**src/rtl/mc_ctrl_pkg.sv**
```systemverilog
// Shared encodings for the multi-cycle MIPS-subset controller: opcodes, functs,
// FSM states, output select codes and the decoded-instruction record.
package mc_ctrl_pkg;

   localparam logic [5:0] OP_RTYPE = 6'h00;
   localparam logic [5:0] OP_BGEZ  = 6'h01;
   localparam logic [5:0] OP_J     = 6'h02;
   localparam logic [5:0] OP_JAL   = 6'h03;
   localparam logic [5:0] OP_BEQ   = 6'h04;
   localparam logic [5:0] OP_BGTZ  = 6'h07;
   localparam logic [5:0] OP_ADDI  = 6'h08;
   localparam logic [5:0] OP_ORI   = 6'h0D;
   localparam logic [5:0] OP_LUI   = 6'h0F;
   localparam logic [5:0] OP_LW    = 6'h23;
   localparam logic [5:0] OP_SW    = 6'h2B;

   localparam logic [5:0] F_JR   = 6'h08;
   localparam logic [5:0] F_MULT = 6'h18;
   localparam logic [5:0] F_DIV  = 6'h1A;
   localparam logic [5:0] F_ADD  = 6'h20;
   localparam logic [5:0] F_SUB  = 6'h22;
   localparam logic [5:0] F_AND  = 6'h24;
   localparam logic [5:0] F_OR   = 6'h25;
   localparam logic [5:0] F_XOR  = 6'h26;
   localparam logic [5:0] F_SLT  = 6'h2A;

   typedef enum logic [3:0] {
      S_IF      = 4'd0,
      S_ID      = 4'd1,
      S_EX      = 4'd2,
      S_EX_BR   = 4'd3,
      S_EX_ADDR = 4'd4,
      S_MEM     = 4'd5,
      S_WB_ALU  = 4'd6,
      S_WB_MEM  = 4'd7,
      S_EX_MD   = 4'd8,
      S_TRAP    = 4'd9
   } state_t;

   localparam logic [3:0] ALU_NOP  = 4'd0;
   localparam logic [3:0] ALU_ADD  = 4'd1;
   localparam logic [3:0] ALU_SUB  = 4'd2;
   localparam logic [3:0] ALU_OR   = 4'd3;
   localparam logic [3:0] ALU_BGEZ = 4'd4;
   localparam logic [3:0] ALU_AND  = 4'd5;
   localparam logic [3:0] ALU_SLT  = 4'd6;
   localparam logic [3:0] ALU_XOR  = 4'd7;
   localparam logic [3:0] ALU_MULT = 4'd8;
   localparam logic [3:0] ALU_DIV  = 4'd9;

   localparam logic [2:0] NPC_SEQ  = 3'd0;
   localparam logic [2:0] NPC_JUMP = 3'd1;
   localparam logic [2:0] NPC_BR   = 3'd3;
   localparam logic [2:0] NPC_JR   = 3'd4;
   localparam logic [2:0] NPC_TRAP = 3'd5;

   localparam logic [1:0] EXT_LUI  = 2'd0;
   localparam logic [1:0] EXT_ZERO = 2'd1;
   localparam logic [1:0] EXT_SIGN = 2'd2;

   localparam logic [1:0] RD_RT  = 2'd0;
   localparam logic [1:0] RD_RD  = 2'd1;
   localparam logic [1:0] RD_R31 = 2'd3;

   localparam logic [2:0] WBS_ALU = 3'd0;
   localparam logic [2:0] WBS_DM  = 3'd1;
   localparam logic [2:0] WBS_MD  = 3'd2;
   localparam logic [2:0] WBS_LUI = 3'd3;
   localparam logic [2:0] WBS_PC  = 3'd4;

   localparam logic [1:0] CAUSE_NONE = 2'd0;
   localparam logic [1:0] CAUSE_ILL  = 2'd1;
   localparam logic [1:0] CAUSE_IMEM = 2'd2;
   localparam logic [1:0] CAUSE_DMEM = 2'd3;

   typedef enum logic [2:0] {
      C_ALU, C_MEM, C_BR, C_J, C_JAL, C_JR, C_MD
   } iclass_t;

   typedef struct packed {
      iclass_t    cls;
      logic       illegal;
      logic       is_sw;
      logic       is_beq;
      logic       is_bgez;
      logic       is_bgtz;
      logic [1:0] ext_op;
      logic [1:0] regdst;
      logic [2:0] wbsrc;
      logic       alusrc;
      logic [3:0] alu;
   } dec_t;

endpackage

```
**src/rtl/mc_decode.sv**
```systemverilog
// Combinational instruction decode: op/funct to instruction class, illegal flag
// and the datapath selects that follow the instruction through every state.
module mc_decode
   import mc_ctrl_pkg::*;
#(
   parameter int ENABLE_MD = 1
) (
   input  logic [5:0] op,
   input  logic [5:0] funct,
   output dec_t       dec
);

   always_comb begin
      dec        = '0;
      dec.cls    = C_ALU;
      dec.ext_op = EXT_SIGN;
      dec.regdst = RD_RT;
      dec.wbsrc  = WBS_ALU;
      dec.alu    = ALU_NOP;
      case (op)
         OP_RTYPE: begin
            dec.regdst = RD_RD;
            case (funct)
               F_ADD:  dec.alu = ALU_ADD;
               F_SUB:  dec.alu = ALU_SUB;
               F_OR:   dec.alu = ALU_OR;
               F_AND:  dec.alu = ALU_AND;
               F_SLT:  dec.alu = ALU_SLT;
               F_XOR:  dec.alu = ALU_XOR;
               F_JR:   dec.cls = C_JR;
               F_MULT: begin
                  if (ENABLE_MD != 0) begin
                     dec.cls = C_MD;
                     dec.alu = ALU_MULT;
                  end else begin
                     dec.illegal = 1'b1;
                  end
               end
               F_DIV: begin
                  if (ENABLE_MD != 0) begin
                     dec.cls = C_MD;
                     dec.alu = ALU_DIV;
                  end else begin
                     dec.illegal = 1'b1;
                  end
               end
               default: dec.illegal = 1'b1;
            endcase
         end
         OP_ADDI: begin
            dec.alusrc = 1'b1;
            dec.alu    = ALU_ADD;
         end
         OP_ORI: begin
            dec.alusrc = 1'b1;
            dec.ext_op = EXT_ZERO;
            dec.alu    = ALU_OR;
         end
         OP_LUI: begin
            dec.alusrc = 1'b1;
            dec.ext_op = EXT_LUI;
            dec.wbsrc  = WBS_LUI;
         end
         OP_LW: begin
            dec.cls    = C_MEM;
            dec.alusrc = 1'b1;
            dec.wbsrc  = WBS_DM;
            dec.alu    = ALU_ADD;
         end
         OP_SW: begin
            dec.cls    = C_MEM;
            dec.is_sw  = 1'b1;
            dec.alusrc = 1'b1;
            dec.alu    = ALU_ADD;
         end
         OP_BEQ: begin
            dec.cls    = C_BR;
            dec.is_beq = 1'b1;
            dec.alu    = ALU_SUB;
         end
         OP_BGEZ: begin
            dec.cls     = C_BR;
            dec.is_bgez = 1'b1;
            dec.alu     = ALU_BGEZ;
         end
         OP_BGTZ: begin
            dec.cls     = C_BR;
            dec.is_bgtz = 1'b1;
            dec.alu     = ALU_BGEZ;
         end
         OP_J:    dec.cls = C_J;
         OP_JAL: begin
            dec.cls    = C_JAL;
            dec.regdst = RD_R31;
            dec.wbsrc  = WBS_PC;
         end
         default: dec.illegal = 1'b1;
      endcase
   end

endmodule

```
**src/rtl/mc_ctrl_fsm.sv**
```systemverilog
// Multi-cycle control FSM with imem/dmem handshakes, mult/div wait and a trap
// path for illegal instructions and memory-ack timeouts.
module mc_ctrl_fsm
   import mc_ctrl_pkg::*;
#(
   parameter int ALUCTR_W    = 5,
   parameter int ENABLE_MD   = 1,
   parameter int MEM_TIMEOUT = 16,
   parameter int TIMER_W     = 5
) (
   input  logic                clk,
   input  logic                rst,
   input  logic [5:0]          op,
   input  logic [5:0]          funct,
   input  logic                beqout,
   input  logic                bgezout,
   input  logic                imem_ack,
   input  logic                dmem_ack,
   input  logic                md_done,
   output logic                imem_req,
   output logic                dmem_req,
   output logic                dmem_we,
   output logic                pc_we,
   output logic                ir_we,
   output logic                reg_we,
   output logic                md_start,
   output logic [ALUCTR_W-1:0] alu_ctr,
   output logic [2:0]          npc_sel,
   output logic [1:0]          ext_op,
   output logic [1:0]          regdst_sel,
   output logic [2:0]          wbsrc_sel,
   output logic                alusrc_sel,
   output logic                trap,
   output logic [1:0]          cause,
   output logic [3:0]          state_out
);

   localparam logic [TIMER_W-1:0] TO_LAST = TIMER_W'(MEM_TIMEOUT - 1);

   state_t             state, state_n;
   logic [TIMER_W-1:0] cnt, cnt_n;
   logic [1:0]         cause_q, trap_cause;
   logic               timeout, br_taken;
   dec_t               dec;

   mc_decode #(.ENABLE_MD(ENABLE_MD)) u_decode (
      .op    (op),
      .funct (funct),
      .dec   (dec)
   );

   assign timeout  = (MEM_TIMEOUT > 0) && (cnt == TO_LAST);
   assign br_taken = (dec.is_beq & beqout) | (dec.is_bgez & bgezout) |
                     (dec.is_bgtz & bgezout & ~beqout);

   // Only IF and MEM ever stay put while waiting on an ack, so any state change clears the count.
   assign cnt_n = (state_n == state && (state == S_IF || state == S_MEM)) ?
                  cnt + TIMER_W'(1) : '0;

   always_ff @(posedge clk or posedge rst) begin
      if (rst) begin
         state   <= S_IF;
         cnt     <= '0;
         cause_q <= CAUSE_NONE;
      end else begin
         state <= state_n;
         cnt   <= cnt_n;
         if (trap_cause != CAUSE_NONE) cause_q <= trap_cause;
      end
   end

   always_comb begin
      state_n    = state;
      trap_cause = CAUSE_NONE;
      imem_req   = 1'b0;
      dmem_req   = 1'b0;
      dmem_we    = 1'b0;
      pc_we      = 1'b0;
      ir_we      = 1'b0;
      reg_we     = 1'b0;
      md_start   = 1'b0;
      trap       = 1'b0;
      alu_ctr    = '0;
      npc_sel    = NPC_SEQ;
      ext_op     = dec.ext_op;
      regdst_sel = dec.regdst;
      wbsrc_sel  = dec.wbsrc;
      alusrc_sel = dec.alusrc;
      cause      = cause_q;
      state_out  = state;
      case (state)
         S_IF: begin
            imem_req = 1'b1;
            if (imem_ack) begin
               ir_we   = 1'b1;
               pc_we   = 1'b1;
               state_n = S_ID;
            end else if (timeout) begin
               state_n    = S_TRAP;
               trap_cause = CAUSE_IMEM;
            end
         end
         S_ID: begin
            if (dec.illegal) begin
               state_n    = S_TRAP;
               trap_cause = CAUSE_ILL;
            end else begin
               case (dec.cls)
                  C_J: begin
                     pc_we   = 1'b1;
                     npc_sel = NPC_JUMP;
                     state_n = S_IF;
                  end
                  C_JAL: begin
                     pc_we   = 1'b1;
                     npc_sel = NPC_JUMP;
                     reg_we  = 1'b1;
                     state_n = S_IF;
                  end
                  C_JR: begin
                     pc_we   = 1'b1;
                     npc_sel = NPC_JR;
                     state_n = S_IF;
                  end
                  C_MEM: state_n = S_EX_ADDR;
                  C_BR:  state_n = S_EX_BR;
                  C_MD: begin
                     md_start = 1'b1;
                     state_n  = S_EX_MD;
                  end
                  default: state_n = S_EX;
               endcase
            end
         end
         S_EX: begin
            alu_ctr = ALUCTR_W'(dec.alu);
            state_n = S_WB_ALU;
         end
         S_WB_ALU: begin
            reg_we  = 1'b1;
            state_n = S_IF;
         end
         S_EX_BR: begin
            alu_ctr = ALUCTR_W'(dec.alu);
            if (br_taken) begin
               pc_we   = 1'b1;
               npc_sel = NPC_BR;
            end
            state_n = S_IF;
         end
         S_EX_ADDR: begin
            alu_ctr    = ALUCTR_W'(ALU_ADD);
            alusrc_sel = 1'b1;
            ext_op     = EXT_SIGN;
            state_n    = S_MEM;
         end
         S_MEM: begin
            dmem_req = 1'b1;
            dmem_we  = dec.is_sw;
            if (dmem_ack) begin
               state_n = dec.is_sw ? S_IF : S_WB_MEM;
            end else if (timeout) begin
               state_n    = S_TRAP;
               trap_cause = CAUSE_DMEM;
            end
         end
         S_WB_MEM: begin
            reg_we     = 1'b1;
            wbsrc_sel  = WBS_DM;
            regdst_sel = RD_RT;
            state_n    = S_IF;
         end
         S_EX_MD: begin
            alu_ctr = ALUCTR_W'(dec.alu);
            if (md_done) state_n = S_IF;
         end
         S_TRAP: begin
            trap    = 1'b1;
            pc_we   = 1'b1;
            npc_sel = NPC_TRAP;
            state_n = S_IF;
         end
         default: state_n = S_IF;
      endcase
      // Reset forces every output low, including the IF fetch request.
      if (rst) begin
         imem_req   = 1'b0;
         dmem_req   = 1'b0;
         dmem_we    = 1'b0;
         pc_we      = 1'b0;
         ir_we      = 1'b0;
         reg_we     = 1'b0;
         md_start   = 1'b0;
         trap       = 1'b0;
         alu_ctr    = '0;
         npc_sel    = '0;
         ext_op     = '0;
         regdst_sel = '0;
         wbsrc_sel  = '0;
         alusrc_sel = 1'b0;
         cause      = '0;
         state_out  = '0;
      end
   end

endmodule

```
**config.mk**
```make
export PLATFORM = sky130hd
export DESIGN_NAME = mc_ctrl_fsm
export DESIGN_NICKNAME = d
export VERILOG_FILES = /design/src/rtl/mc_ctrl_pkg.sv /design/src/rtl/mc_decode.sv /design/src/rtl/mc_ctrl_fsm.sv
export SDC_FILE = /design/constraint.sdc
export NUM_CORES = 1
export LEC_CHECK = 0
export CELL_PAD_IN_SITES_DETAIL_PLACEMENT = 0
export CELL_PAD_IN_SITES_GLOBAL_PLACEMENT = 1
export CORE_ASPECT_RATIO = 1.1
export CORE_MARGIN = 3
export CORE_UTILIZATION = 33
export CTS_CLUSTER_DIAMETER = 200
export DETAILED_ROUTE_END_ITERATION = 10
export GPL_TIMING_DRIVEN = 1
export PLACE_DENSITY_LB_ADDON = 0.2
export SETUP_SLACK_MARGIN = 0.1
export SLEW_MARGIN = 10
export SYNTH_ARGS = -nofsm -noshare
export SYNTH_HDL_FRONTEND = slang
export SYNTH_HIERARCHICAL = 1
export SYNTH_SLANG_ARGS = --single-unit
```
**constraint.sdc**
```tcl
create_clock -name clk -period 2.6 [get_ports clk]
set_input_delay 0.26 -clock clk [delete_from_list [all_inputs] [get_ports clk]]
set_output_delay 0.26 -clock clk [all_outputs]
set_load 0.1 [all_outputs]
```
==> results by group <==
Synth
  • Adder-cell area share of the yosys netlist: 0.0214
  • Synth Area in Compound Gates: 0.243
  • Post-Synth XOR/XNOR Area: 0.0267
  • Yosys warnings: 6
  • Syn_nets: 252
  • Mapped Cells: 231
  • Synth Flop Type: dfrtp_1
  • Netlist cell types: 59
  • Simple-Gate Fraction of Synth Area: 0.447
  • Ys async rst share: 1.00
  • EDFF count, synth: 0
  • Mux share of post-synthesis cell area: 0.00610
  • Mapped Area: 0.00164 sq mm
  • Flops & latches, synth: 11
  • Main combinational cell family by area after synthesis: simple AND/OR/NAND/NOR gates
  • Post-synthesis sequential area ratio: 0.168
  • Mean area per synthesized cell: 7.10 sq um

Flow run
  • Max-cap violations: 0

Clocking
  • H-tree depth: 1
  • Num Clock Sinks: 11
  • Root buf cell: clkbuf_8
  • CTS tree: built
  • Clk pin slew, worst setup/hold paths: 0.06 ns
  • Max clock buf depth: 2
  • Num CTS Buffers: 3
  • Worst-skew pair later-pin latency: 0.24 ns

STA
  • Crit path time final: 2.63 ns
  • Headroom to the max-slew limit: 0.666
  • Fin Hold WS: 0.357 ns
  • RSZ-0062 raised after global routing: true
  • Period utilisation layout: 1.01
  • Worst slew pin tran: 0.496 ns
  • Final worst-path setup slack: -0.0334 ns
  • Hold Violations, Final: 0
  • Fmax: 380 MHz
  • Clk_skew: 0.00962 ns
  • Setup-failing EPs final: 2
  • Max-slew violations: 0
  • Setup tns final: -0.0606 ns

Finish
  • Layout cells sized above 1: 0.445
  • Util after Layout: 0.655
  • Ant. Diodes: 0
  • Fin nets: 343
  • Final instance area: 0.00309 sq mm
  • Most frequent cells in the layout: buf_4, buf_12, nor2_1
  • Most common cell after layout, fill and taps aside: buf_4
  • Finished Layout Cells: 377
  • Layout area overhead: 88.4%

Place
  • Area after DPL: 0.00288 sq mm
  • Dpl cells: 366
  • # port buffers: 47
  • Gp weighted congestion: 0.814
  • DP Worst Slack: -0.515 ns
  • Final HPWL DP: 4.21 mm

Floorplan
  • Die H: 79.9 um
  • Initial Util: 0.348
  • Die ar.: 0.00585 sq mm
  • Core area: 0.00472 sq mm
  • Site Rows: 26
  • IO Count: 49
  • Overall die width: 73.2 um

Drt
  • Vias after detailed routing: 2029
  • Final WL: 5.40 mm
  • First-pass DRT Iterations: 4
  • Avg WL per Cell: 14.3 um
  • Post-route ant nets: 0
  • Vias/cell: 5.38
  • Iter 0 DRT Violations: 103
  • Drt drc: 0

Worst setup path
  • CP Launch Type: input port
  • RR Startpoint: cnt[0]$_DFF_PP0_
  • Worst R2R Path Depth: 6
  • WS Path Type: in -> out
  • Worst path arrival time: 2.37 ns
  • Worst-path maximum fanout: 3
  • FF-to-FF End: cnt[0]$_DFF_PP0_
  • Register-to-Register Setup Slack: 0.57 ns
  • CP Capture Type: output port
  • CP required: 2.34 ns

Global routing
  • Largest net degree at the start of global routing: 26
  • Vias in the first global route: 1891
  • Gr ovfl total: 0
  • Initial antenna violation count: 0
  • Total global-route track usage: 0.192
  • First-pass GRT wire length: 9.05 mm

Power and ir drop
  • PwrDens: 607 mW/mm^2
  • Overall Power: 1.87 mW
  • Lkg Pwr: 1.26 nW
  • Peak VDD IR: 0.416 mV

Outcome
  • Outcome: complete, but fails checks
  • Failing checks: setup timing

Min path
  • HP Class: in -> async
[cells by family after synthesis]
family	after synthesis
xor gates and xnor gates	5
buffers and inverters	30
other	1
DFF	11
AOI/OAI and AO/OA	57
and+or+nand+nor	123
adders and majority gates	3
muxes	1
[sequential cells by signal, summed over array words and instances, names as in the netlist]
signal,flops
cause_q,2
cnt,5
state,4
[critical path, stage by stage]
cell       delay, ns
buf_8           0.10
or3_4           0.37
o221a_4         0.12
o22ai_2         0.13
o211ai_1        0.11
buf_4           0.17
nor4b_4         0.33
a31oi_2         0.09
a2111oi_4       0.45
buf_12          0.23
[worst max-delay path by stage]
| stage | endpoint | from | cells past startpoint | slack [ns] |
|---|---|---|---|---|
| finish | pc_we | op[1] | 10 | -0.03 |
| global route | npc_sel[0] | op[1] | 11 | -0.1 |
| CTS | pc_we | op[2] | 10 | -0.04 |
| detailed placement | pc_we | funct[3] | 10 | -0.51 |
| global placement | pc_we | op[0] | 10 | -0.47 |
| floorplan | pc_we | op[3] | 10 | -0.63 |
[final cells by class]
cell class                      instances  area (sq um)
Fill cell                             381          1630
Multi-Input combinational cell        190          1450
Timing Repair Buffer                  105          1210
Sequential cell                        11           275
Tap cell                               56          70.1
Clock buffer                            3          41.3
Inverter                               11          41.3
Clock inverter                          1          5.00
[synth_stat cells (all sizes together), types with 2 or more instances]
master | n | area, sq um
nor4b | 3 | 41.3
a21oi | 10 | 50.1
nor4 | 3 | 18.8
o32ai | 2 | 25.0
dfrtp | 11 | 275
nor3b | 7 | 52.6
inv | 11 | 41.3
clkbuf | 11 | 41.3
or3 | 2 | 12.5
and3b | 3 | 26.3
nor2b | 13 | 81.3
o31ai | 2 | 15.0
and2 | 11 | 68.8
a211oi | 6 | 45.0
a21o | 2 | 15.0
nand3b | 5 | 37.5
a31oi | 9 | 56.3
xnor2 | 4 | 35.0
o21ai | 11 | 55.1
and3 | 5 | 31.3
nor2 | 24 | 90.1
o211ai | 3 | 22.5
nand2b | 4 | 25.0
ha | 2 | 25.0
nand3 | 4 | 20.0
nand2 | 20 | 75.1
or4b | 3 | 33.8
buf | 8 | 57.6
nand4bb | 2 | 22.5
nor3 | 10 | 61.3
[layer usage]
metal / global-route usage / wire [um]
met5: 0 / 0
met4: 0.0314 / 36
met3: 0.0327 / 238
met2: 0.298 / 2550
met1: 0.280 / 2580
[power breakdown]
group / switching, mW / internal (mW) / total [mW] / leakage (nW)
clock network: 0.0667 / 0.105 / 0.172 / 0.0255
logic: 0.917 / 0.559 / 1.48 / 1.09
registers: 0.0179 / 0.208 / 0.226 / 0.144
total: 1.00 / 0.873 / 1.87 / 1.26
[repair_timing]
item / CTS / global route
hold endpoints to repair: 0 / 0
pin swaps: 15 / 8
hold buffers: 0 / 0
resized for setup: 68 / 16
endpoints found under the setup margin: 15 / 4
setup buffers: 5 / 2
(Power assumes the default switching activity.)
